### config.mk
export PLATFORM = sky130hd
export DESIGN_NAME = register_file
export DESIGN_NICKNAME = d
export VERILOG_FILES = /design/src/rtl/register_file_pkg.sv /design/src/rtl/register_file_scoreboard.sv /design/src/rtl/register_file.sv
export SDC_FILE = /design/constraint.sdc
export NUM_CORES = 1
export LEC_CHECK = 0
export CORE_ASPECT_RATIO = 0.5
export CORE_MARGIN = 8
export CORE_UTILIZATION = 32
export CTS_CLUSTER_SIZE = 24
export DETAILED_ROUTE_END_ITERATION = 10
export MAX_ROUTING_LAYER = met4
export SLEW_MARGIN = 10
export SYNTH_ARGS = -nofsm -noshare
export SYNTH_HDL_FRONTEND = slang
export SYNTH_HIERARCHICAL = 1
export SYNTH_SLANG_ARGS = --single-unit
### constraint.sdc
create_clock -name clock -period 23.4 [get_ports clock]
set_input_delay 4.68 -clock clock [delete_from_list [all_inputs] [get_ports clock]]
set_output_delay 4.68 -clock clock [all_outputs]
set_load 0.005 [all_outputs]
### src/rtl/register_file_pkg.sv
// -----------------------------------------------------------------------------
// register_file_pkg
// Shared widths, types and constants for the swt16 register file and its
// pending-write scoreboard.
// -----------------------------------------------------------------------------
package register_file_pkg;

  localparam int IALU_WORD_WIDTH = 16;
  localparam int REG_IDX_WIDTH   = 4;
  localparam int REG_COUNT       = 2 ** REG_IDX_WIDTH;
  localparam int SB_CNT_WIDTH    = 2;

  typedef logic [IALU_WORD_WIDTH-1:0] word_t;
  typedef logic [REG_IDX_WIDTH-1:0]   idx_t;
  typedef logic [SB_CNT_WIDTH-1:0]    cnt_t;
  typedef logic [REG_COUNT-1:0]       reg_mask_t;

  localparam cnt_t      SB_CNT_ZERO = {SB_CNT_WIDTH{1'b0}};
  localparam cnt_t      SB_CNT_ONE  = {{(SB_CNT_WIDTH-1){1'b0}}, 1'b1};
  localparam cnt_t      SB_CNT_MAX  = {SB_CNT_WIDTH{1'b1}};
  localparam reg_mask_t REG_MASK_0  = {{(REG_COUNT-1){1'b0}}, 1'b1};
  localparam word_t     WORD_ZERO   = {IALU_WORD_WIDTH{1'b0}};

  // A register is busy when pending writes remain after accounting for a
  // write landing this very cycle (which is forwarded by the bypass mux).
  function automatic logic eff_busy(input cnt_t cnt, input logic wr_hit);
    return (cnt > SB_CNT_ONE) || ((cnt == SB_CNT_ONE) && !wr_hit);
  endfunction

endpackage

### src/rtl/register_file_scoreboard.sv
// -----------------------------------------------------------------------------
// reg_scoreboard
// Per-register pending-write counters. Claims from decode increment, writes
// from writeback decrement; overflow/underflow set a sticky error.
// Ports:
//   clock, reset          - clock and async active-high reset
//   wr_en_i, wr_idx_i     - writeback write strobe and destination
//   claim_en_i, claim_idx_i - decode claim strobe and destination
//   rd_idx_a_i/b_i        - read port indices for busy lookup
//   busy_a_o/b_o          - pending write not yet visible on that index
//   claim_full_o          - claimed register counter already saturated
//   sb_error_o            - sticky overflow/underflow flag
// -----------------------------------------------------------------------------
module reg_scoreboard
  import register_file_pkg::*;
(
  input  logic clock,
  input  logic reset,
  input  logic wr_en_i,
  input  idx_t wr_idx_i,
  input  logic claim_en_i,
  input  idx_t claim_idx_i,
  input  idx_t rd_idx_a_i,
  input  idx_t rd_idx_b_i,
  output logic busy_a_o,
  output logic busy_b_o,
  output logic claim_full_o,
  output logic sb_error_o
);

  cnt_t      cnt_q [REG_COUNT];
  cnt_t      cnt_d [REG_COUNT];
  logic      err_q;
  logic      err_d;
  reg_mask_t claim_dec_s;
  reg_mask_t wr_dec_s;

  // One-hot decode of the claim and write destinations.
  always_comb begin
    claim_dec_s = {REG_COUNT{1'b0}};
    wr_dec_s    = {REG_COUNT{1'b0}};
    if (claim_en_i) begin
      claim_dec_s = REG_MASK_0 << claim_idx_i;
    end else begin
      claim_dec_s = {REG_COUNT{1'b0}};
    end
    if (wr_en_i) begin
      wr_dec_s = REG_MASK_0 << wr_idx_i;
    end else begin
      wr_dec_s = {REG_COUNT{1'b0}};
    end
  end

  // Next counter values; a claim and write to the same register cancel out.
  always_comb begin
    err_d = err_q;
    for (int r = 0; r < REG_COUNT; r++) begin
      cnt_d[r] = cnt_q[r];
      case ({claim_dec_s[r], wr_dec_s[r]})
        2'b10: begin
          if (cnt_q[r] == SB_CNT_MAX) begin
            err_d = 1'b1;
          end else begin
            cnt_d[r] = cnt_q[r] + SB_CNT_ONE;
          end
        end
        2'b01: begin
          // Unclaimed write-back still lands in the file; only flag it.
          if (cnt_q[r] == SB_CNT_ZERO) begin
            err_d = 1'b1;
          end else begin
            cnt_d[r] = cnt_q[r] - SB_CNT_ONE;
          end
        end
        default: cnt_d[r] = cnt_q[r];
      endcase
    end
  end

  // Counter and sticky error state.
  always_ff @(posedge clock or posedge reset) begin
    if (reset) begin
      for (int r = 0; r < REG_COUNT; r++) begin
        cnt_q[r] <= SB_CNT_ZERO;
      end
      err_q <= 1'b0;
    end else begin
      for (int r = 0; r < REG_COUNT; r++) begin
        cnt_q[r] <= cnt_d[r];
      end
      err_q <= err_d;
    end
  end

  // Hazard and capacity flags seen by decode.
  always_comb begin
    busy_a_o     = eff_busy(cnt_q[rd_idx_a_i], wr_dec_s[rd_idx_a_i]);
    busy_b_o     = eff_busy(cnt_q[rd_idx_b_i], wr_dec_s[rd_idx_b_i]);
    claim_full_o = claim_en_i && (cnt_q[claim_idx_i] == SB_CNT_MAX);
    sb_error_o   = err_q;
  end

endmodule

### src/rtl/register_file.sv
// -----------------------------------------------------------------------------
// register_file
// swt16 architectural register file: one write port from writeback, two
// combinational read ports with write-through bypass, and a pending-write
// scoreboard for RAW stall detection in decode.
// Ports:
//   clock, reset                        - clock, async active-high reset
//   in_act_write_res_to_reg, in_res,
//   in_res_reg_idx                      - writeback write port
//   in_rd_idx_a/b, out_rd_data_a/b      - read ports (zero latency)
//   out_busy_a/b                        - read register has an unseen write
//   in_act_claim_reg, in_claim_reg_idx  - decode destination claim
//   out_claim_full                      - claimed counter saturated
//   out_sb_error                        - sticky scoreboard error
// -----------------------------------------------------------------------------
module register_file
  import register_file_pkg::*;
(
  input  logic  clock,
  input  logic  reset,
  input  logic  in_act_write_res_to_reg,
  input  word_t in_res,
  input  idx_t  in_res_reg_idx,
  input  idx_t  in_rd_idx_a,
  input  idx_t  in_rd_idx_b,
  output word_t out_rd_data_a,
  output word_t out_rd_data_b,
  output logic  out_busy_a,
  output logic  out_busy_b,
  input  logic  in_act_claim_reg,
  input  idx_t  in_claim_reg_idx,
  output logic  out_claim_full,
  output logic  out_sb_error
);

  word_t mem_q [REG_COUNT];

  // Storage array; index 0 is an ordinary writable register.
  always_ff @(posedge clock or posedge reset) begin
    if (reset) begin
      for (int r = 0; r < REG_COUNT; r++) begin
        mem_q[r] <= WORD_ZERO;
      end
    end else if (in_act_write_res_to_reg) begin
      mem_q[in_res_reg_idx] <= in_res;
    end
  end

  // Read muxes with write-through bypass; forced to zero while in reset.
  always_comb begin
    out_rd_data_a = mem_q[in_rd_idx_a];
    out_rd_data_b = mem_q[in_rd_idx_b];
    if (reset) begin
      out_rd_data_a = WORD_ZERO;
    end else if (in_act_write_res_to_reg && (in_res_reg_idx == in_rd_idx_a)) begin
      out_rd_data_a = in_res;
    end else begin
      out_rd_data_a = mem_q[in_rd_idx_a];
    end
    if (reset) begin
      out_rd_data_b = WORD_ZERO;
    end else if (in_act_write_res_to_reg && (in_res_reg_idx == in_rd_idx_b)) begin
      out_rd_data_b = in_res;
    end else begin
      out_rd_data_b = mem_q[in_rd_idx_b];
    end
  end

  reg_scoreboard u_scoreboard (
    .clock        (clock),
    .reset        (reset),
    .wr_en_i      (in_act_write_res_to_reg),
    .wr_idx_i     (in_res_reg_idx),
    .claim_en_i   (in_act_claim_reg),
    .claim_idx_i  (in_claim_reg_idx),
    .rd_idx_a_i   (in_rd_idx_a),
    .rd_idx_b_i   (in_rd_idx_b),
    .busy_a_o     (out_busy_a),
    .busy_b_o     (out_busy_b),
    .claim_full_o (out_claim_full),
    .sb_error_o   (out_sb_error)
  );

endmodule

# ---- Yosys cells after proc, flatten, opt, wreduce, memory -nomap -nowiden
# Cells that the tools add are included.
# Widths: inputs -> output; s select.
dict set report totals {
  reg_bits 289
  input_bits 36
  output_inout_bits 36
}
dict set report classes {
  n_addsub 32
  n_lt_le_gt_ge 9
  eq_ne 85
  n_shift 2
  n_mux 124
  bitwise_logic 4
  reduce_logical 58
}
# operator n
set op_table {}
lappend op_table {{$bwmux 256} 1}
lappend op_table {{$mux 16} 11}
lappend op_table {{$bmux 16 s4} 2}
lappend op_table {{$mux 2} 38}
lappend op_table {{$eq 2x2->1 const B} 33}
lappend op_table {{$demux 16 s4} 1}
lappend op_table {{$ne 2x2->1 const B} 32}
lappend op_table {{$pmux 2 s2} 16}
lappend op_table {{$reduce_and 3->1} 16}
lappend op_table {{$eq 2x1->1 const B} 18}
lappend op_table {{$mux 1} 34}
lappend op_table {{$add 2x1->2 const B} 16}
lappend op_table {{$logic_not 2->1} 16}
lappend op_table {{$pmux 1 s2} 16}
lappend op_table {{$reduce_bool 2->1} 16}
lappend op_table {{$shl 1x4->16 const A} 2}
lappend op_table {{$sub 2x1->2 const B} 16}
lappend op_table {{$bmux 2 s4} 3}
lappend op_table {{$ge 5x5->1 const B} 4}
lappend op_table {{$not 4->5} 4}
lappend op_table {{$lt 4x5->1 const B} 2}
lappend op_table {{$bmux 1 s4} 2}
lappend op_table {{$eq 4x4->1} 2}
lappend op_table {{$logic_and 1x1->1} 6}
lappend op_table {{4 further kinds} 7}

# ---- Logic depth before layout (Yosys ltp)
# Gate-level depths: netlist (run 1).
dict set report depth {
  depth_word 34
  depth_mapped 10
}

# ---- Cells and area by module
# Netlist (run 1), hierarchy kept.
# mod instances cells_each area_each_um2 seq_area_each_um2
set modules_own_cells {}
lappend modules_own_cells {register_file 1 903 13835.8 6406.1}
lappend modules_own_cells {reg_scoreboard 1 474 3574.7 825.8}

# ---- Worst setup path before layout (run 1)
# Ideal clock, no wire load.
dict set report synth_timing {
  kind {input -> output}
  startpoint {input reset}
  endpoint {output out_rd_data_a[10]}
  arrival_ns 11.108
  required_ns 18.720
  slack_ns 7.612
  path_stages 5
  path_cell_list {inv_1 and3_1 buf_2 buf_2 a22o_1}
}
dict set report synth_via {
  elab_chain_cells 1
}
# element line_no
set synth_rtl {}
lappend synth_rtl {{start: declaration} register_file.sv:20} ;# input logic reset,
lappend synth_rtl {{$mux 16} register_file.sv:53} ;# if (reset) begin
lappend synth_rtl {{end: declaration} register_file.sv:26} ;# output word_t out_rd_data_a,
# Every way passes these cells.

# ---- Worst setup path after layout (run 1)
dict set report layout_timing {
  startpoint {input in_res_reg_idx[1]}
  endpoint {output out_rd_data_b[5]}
}
dict set report layout_via {
  elab_chain_cells 4
}
# element line_no
set layout_rtl {}
lappend layout_rtl {{start: declaration} register_file.sv:23} ;# input idx_t in_res_reg_idx,
lappend layout_rtl {{$eq 4x4->1} register_file.sv:62} ;# end else if (in_act_write_res_to_reg && (in_res_reg_idx == in_rd_idx_b)) begin
lappend layout_rtl {{$logic_and 1x1->1} register_file.sv:62}
lappend layout_rtl {{$mux 16} register_file.sv:62}
lappend layout_rtl {{$mux 16} register_file.sv:60} ;# if (reset) begin
lappend layout_rtl {{end: declaration} register_file.sv:27} ;# output word_t out_rd_data_b,
# Every way passes these cells.

==> results_dict.tcl, run 1 <==
set metrics [dict create \
    area_growth_pct 12.84 \
    drcViolationCount 0 \
    cp-start-kind "primary input" \
    root_buffer "clkbuf_16" \
    rsz0062_at_grt "false" \
    synth_edf_count 0 \
    path_cells "clkdlybuf4s50_1 -> xor2_1 -> nor4_1 -> and3_1 -> a22o_1 -> clkdlybuf4s50_1" \
    ys_top_cells_by_area "dfrtp_1 (42%), mux4_2 (17%), mux2_2 (15%)" \
    cts_setup_buffers 0 \
    syn_area_sq_um 17410 \
    start_util_pct 32.39 \
    dr.first_iter.drc_count 860 \
    via_count 11910 \
    yosysSeqAreaShare_pct 41.54 \
    min_path_cells 1 \
    hold_viol 0 \
    power.leakage_nw 8.005 \
    gp_congestion 0.8493 \
    max-vdd-ir-drop_mv 0.04357 \
    synth_top_area_share_pct 41.54 \
    grt_max_degree 109 \
    ys_seq_elements 289 \
    die_area_sq_um 62580 \
    rows 60 \
    drive_above_1_share_pct 34.01 \
    p_per_area_nw_per_um2 80.30 \
    path_delay_family "buffers and inverters" \
    ios 72 \
    status "finished, final reports clean" \
    clk_pin_slew_ps 60 \
    grt_usage_pct 15.36 \
    cts_hold_buf 0 \
    slew_viol_final 0 \
    drt-total-wl_microns 47810 \
    final_antenna_net_count 0 \
    regToRegStartpoint "u_scoreboard/cnt_q[19]" \
    critical_path_buf_inv_count 2 \
    hold_class "flop to flop" \
    cp-end-kind "primary output" \
    total_power_mw 1.578 \
    r2r_cells 5 \
    hold_start "mem_q[48]" \
    grt_pass1_vias 12040 \
    dp_hpwl_microns 29880 \
    cts.repair.resized 0 \
    synthCells 1377 \
    clockBufferDepth 3 \
    die-width_microns 345.9 \
    clockPowerShare_pct 30.2 \
    power_frac_seq_pct 45.2 \
    timing.fmax_mhz 79.64 \
    internal-power_mw 1.119 \
    overflow 0 \
    skew_ps 9.737 \
    synth_cell_types 65 \
    p_sw_mw 0.4583 \
    synth_fp_nets 1445 \
    fin_tns_setup_ps 0 \
    grt_pass1_wl_microns 74380 \
    vias_per_cell 5.583 \
    core_sq_um 53750 \
    crit_arrival_ps 7880 \
    finalCritPeriodShare_pct 53.66 \
    worst_pin_slew_ps 1215 \
    nets 1468 \
    clock-sinks 289 \
    p_comb_share_pct 24.6 \
    min_to "mem_q[48]" \
    r2r_end "u_scoreboard/sb_error_o" \
    switching_share_pct 29.05 \
    yosysTopAreaCell "dfrtp_1" \
    die_height_microns 180.9 \
    slew_headroom_pct 18.99 \
    syn_area_per_cell_sq_um 12.64 \
    cts_max_level 1 \
    post-route-min-period_ps 12560 \
    first_pass_iters 5 \
    antenna_found_initial 1 \
    cts_made_buffers 31 \
    yosysWarnings 6 \
    path_class "primary input to primary output" \
    critPathMaxFanout 22 \
    wl_per_cell_microns 22.40 \
    cpPeakStageDelay_ps 810 \
    maxCapViolCount 0 \
    cts_tree "built" \
    finalSetupViolCount 0 \
    required_ps 18720 \
    synth_flop_cell "dfrtp_1" \
    reg2reg_setup_slack_ps 21660 \
    synthArstFlopShare_pct 100.0 \
    port_buffers 71 \
    critPathMostFrequentCell "clkdlybuf4s50_1" \
    clk_latency_ps 580 \
    cp_slowest_cell "clkdlybuf4s50_1" \
]
==> metal layers <==
metal / up-vias / routed length [microns] / GRT usage (%)
li1: 5296 / - / -
met1: 6180 / 20820 / 19.59
met2: 338 / 23060 / 25.35
met3: 100 / 2413 / 2.346
met4: 0 / 1511 / 4.556
met5: - / 0 / -
==> how the worst max path moves through the flow <==
stage	cells past startpoint	slack [ps]	end	startpoint
6_report	6	10840	out_rd_data_b[5]	in_res_reg_idx[1]
5_1_grt	6	10630	out_rd_data_b[4]	in_res_reg_idx[1]
4_1_cts	6	10860	out_rd_data_b[5]	in_res_reg_idx[1]
3_5_place_dp	6	10860	out_rd_data_b[5]	in_res_reg_idx[1]
3_3_place_gp	6	10940	out_rd_data_b[5]	in_res_reg_idx[1]
2_1_floorplan	5	7610	out_rd_data_a[10]	reset
==> power groups by stage <==
stage	clock network (mW)	registers [mW]	logic (mW)
after CTS	0.488	0.712	0.391
after floorplan	0	0.685	0.307
after global routing	0.510	0.732	0.420
after global placement	0	0.713	0.384
final	0.477	0.713	0.388
after detailed placement	0	0.720	0.390
==> synth_stat cells (all sizes together) (4+ instances only) <==
master and n:
dfrtp 289, mux2 257, mux4 130, buf 67, a22oi 64, nand2 62, a21oi 54, inv 52
nor2 48, o21ai 44, clkbuf 40, nor2b 35, a22o 33, ha 32, nor3b 23, nor3 16
nand3 15, nand3b 14, nand2b 12, a31oi 10, o22ai 10, xor2 8, a221oi 6, mux2i 5
nor4 5, a311oi 4, and3 4
==> flip-flops by register name, summed over array words and instances, names as in the netlist <==
| signal | flops |
|---|---|
| u_scoreboard/cnt_q | 32 |
| u_scoreboard/sb_error_o | 1 |
| mem_q | 256 |
==> worst register-to-register path, cell delays in order (launching register included) <==
cell     delay (ps)
dfrtp_1         500
nor2b_1         200
a21oi_1         150
o22ai_1         110
nor4_1          490
nand3_1         150
==> per-stage QoR <==
step	instances	instance area (sq um)	util [%]	setup WS, ps	hold slack, ps
final	2134	19650	36.55	10840	514.6
after global routing	2134	19650	36.55	10630	533.1
after CTS	2133	19640	36.55	10860	517.6
after global placement	2080	18680	34.74	10940	489.9
after floorplan	1377	17410	-	7612	475.8
after detailed placement	2080	18680	34.74	10860	504.6
==> logic make-up after synthesis <==
family	count (synthesis)	share of synthesized area (%)
compound gates	242	9.501
xor+xnor	10	0.5031
flops	289	41.54
mux	392	33.94
buf+inv	159	4.326
fa+ha+maj	32	2.300
simple gates	253	7.891
==> cell type report <==
type / count / area (sq um)
clock buffer: 39 / 845.8
inverter: 52 / 202.7
fill: 5218 / 34110
antenna: 1 / 2.502
multi-input combinational: 929 / 9453
timing repair buffer: 97 / 895.9
tap: 713 / 892.1
clock inverter: 14 / 122.6
sequential: 289 / 7232
==> cell usage in the layout (no fill, tap or decap), types with 5 or more instances in the layout <==
master           count
mux2_4              10
nor2b_2              5
o22ai_1             10
nor2_1              38
mux2_1              16
nor2b_1             30
nor3b_1             21
mux4_2             130
a22o_1              33
nand3_1             15
clkdlybuf4s50_1     67
a221oi_1             5
nand2_1             61
a22oi_1             64
ha_1                32
buf_4               30
nor2_2              10
nand2b_1            12
mux2i_1              5
dfrtp_1            289
a21oi_1             52
inv_1               48
mux2_2             231
o21ai_0             43
nor3_1              15
nand3b_1            13
clkbuf_16           31
xor2_1               8
nor4_1               5
a31oi_1              9
clkinv_2             9
No activity file was read; power rests on OpenSTA's default activity.
==> run 2: changes to the inputs <==
==> constraint.sdc (replaced) <==
create_clock -name clock -period 12.9 [get_ports clock]
set_input_delay 2.58 -clock clock [delete_from_list [all_inputs] [get_ports clock]]
set_output_delay 2.58 -clock clock [all_outputs]
set_load 0.005 [all_outputs]
==> results_dict.tcl, run 2 (synthesis results as in run 1) <==
set metrics [dict create \
    hold_class "flop to flop" \
    nets 1467 \
    root_buffer "clkbuf_16" \
    port_buffers 71 \
    via_count 11930 \
    largest_register_ffs 256 \
    status "finished, final reports clean" \
    dp_worst_setup_slack_ps 4553 \
    skew_ps 10.07 \
    stdcell_area_sq_um 19690 \
    crit_arrival_ps 5800 \
    slew_viol_final 0 \
    finalCritPeriodShare_pct 64.95 \
    layout_common_cells "dfrtp_1 (289), mux2_2 (231), mux4_2 (130)" \
    grt_max_degree 109 \
    die_area_sq_um 62580 \
    post-route-min-period_ps 8378 \
    dr.first_iter.drc_count 834 \
    area_growth_pct 13.09 \
    cts_tree "built" \
    p_per_area_nw_per_um2 146.4 \
    required_ps 10320 \
    cts_setup_buffers 0 \
    slew_headroom_pct 22.44 \
    core_sq_um 53750 \
    regMostFlops "mem_q" \
    gp_congestion 0.8438 \
    hold_viol 0 \
    die_height_microns 180.9 \
    clockBufferDepth 3 \
    rows 60 \
    die-width_microns 345.9 \
    worst_pin_slew_ps 1163 \
    power_frac_seq_pct 44.9 \
    cp-start-kind "primary input" \
    cts_max_level 1 \
    ios 72 \
    finalSetupViolCount 0 \
    clockPowerShare_pct 30.7 \
    fin_ws_ps 4522 \
    power.leakage_nw 8.019 \
    path_class "primary input to primary output" \
    grt_pass1_wl_microns 74500 \
    clock-sinks 289 \
    internal-power_mw 2.061 \
    rsz0062_at_grt "false" \
    cts_made_buffers 30 \
    vias_per_cell 5.589 \
    start_util_pct 32.39 \
    fin_tns_setup_ps 0 \
    final_common_cell "dfrtp_1" \
    reg2reg_setup_slack_ps 11220 \
    timing.fmax_mhz 119.4 \
    grt_pass1_vias 12180 \
    switching_share_pct 28.49 \
    drt-total-wl_microns 47620 \
    wl_per_cell_microns 22.30 \
    p_sw_mw 0.8209 \
    placed_area_sq_um 18680 \
    maxCapViolCount 0 \
    cp-end-kind "primary output" \
    grt_usage_pct 15.32 \
    first_pass_iters 5 \
    drcViolationCount 0 \
    p_comb_share_pct 24.4 \
    clk_pin_slew_ps 60 \
    overflow 0 \
    dp_hpwl_microns 29900 \
    clk_latency_ps 560 \
    cts.repair.resized 0 \
    final_antenna_net_count 0 \
    cts_hold_buf 0 \
    critPathMaxFanout 22 \
    antenna_found_initial 1 \
    drive_above_1_share_pct 33.85 \
    max-vdd-ir-drop_mv 0.06931 \
]
[run 2: changes by cell type in the layout (fill, tap and decap cells not counted)]
cell / change
bufinv_16: +1
clkbuf_1: +3
clkbuf_16: -1
clkbuf_8: +4
clkinv_16: +1
clkinv_2: -4
clkinvlp_4: -1
inv_16: -1
inv_8: -1
[run 2: worst paths after layout]
| check | startpoint | end | cells after the start |
|---|---|---|---|
| setup / recovery | in_res_reg_idx[1] | out_rd_data_a[0] | 6 |
| hold / removal | mem_q[63] | mem_q[63] | 1 |
| setup reg to reg | u_scoreboard/cnt_q[19] | u_scoreboard/sb_error_o | 5 |
| hold reg to reg | mem_q[63] | mem_q[63] | 1 |
| max in group asynchronous | reset | mem_q[19] | 3 |
| min in group asynchronous | reset | mem_q[61] | 2 |
[run 2: power by group through the flow]
stage	clock, mW	combinational (mW)	sequential (mW)
after CTS	0.910	0.710	1.29
after detailed placement	0	0.708	1.31
after global routing	0.943	0.763	1.33
after global placement	0	0.697	1.29
after floorplan	0	0.556	1.24
final	0.884	0.704	1.29
[run 2: per-stage QoR]
step	power (mW)	cells	utilization [%]	hold slack [ps]
after global placement	1.991	2080	34.74	489.9
after global routing	3.035	2135	36.63	534.5
after floorplan	1.799	1377	-	475.8
after CTS	2.911	2134	36.62	519.1
after detailed placement	2.014	2080	34.74	505.6
final	2.882	2135	36.63	512.5
[run 2: per-layer routing]
| metal | global-route usage, % | part of all wire, % | up-vias |
|---|---|---|---|
| li1 | - | - | 5276 |
| met1 | 19.39 | 43 | 6251 |
| met2 | 25.58 | 49 | 305 |
| met3 | 2.244 | 4.8 | 100 |
| met4 | 4.473 | 3.0 | 0 |
| met5 | - | 0 | - |
[run 2: critical path: stages]
cell and delay [ps]:
clkdlybuf4s50_1 820, xor2_1 340, nor4_1 450, and3_1 790, a22o_1 270, clkdlybuf4s50_1 530
[run 2: final cells by class]
type | count | area [sq um]
Tap cell | 713 | 892.1
Inverter | 52 | 202.7
Fill cell | 5253 | 34060
Timing Repair Buffer | 97 | 895.9
Sequential cell | 289 | 7232
Clock inverter | 9 | 123.9
Multi-Input combinational cell | 929 | 9453
Antenna cell | 1 | 2.502
Clock buffer | 45 | 887.1
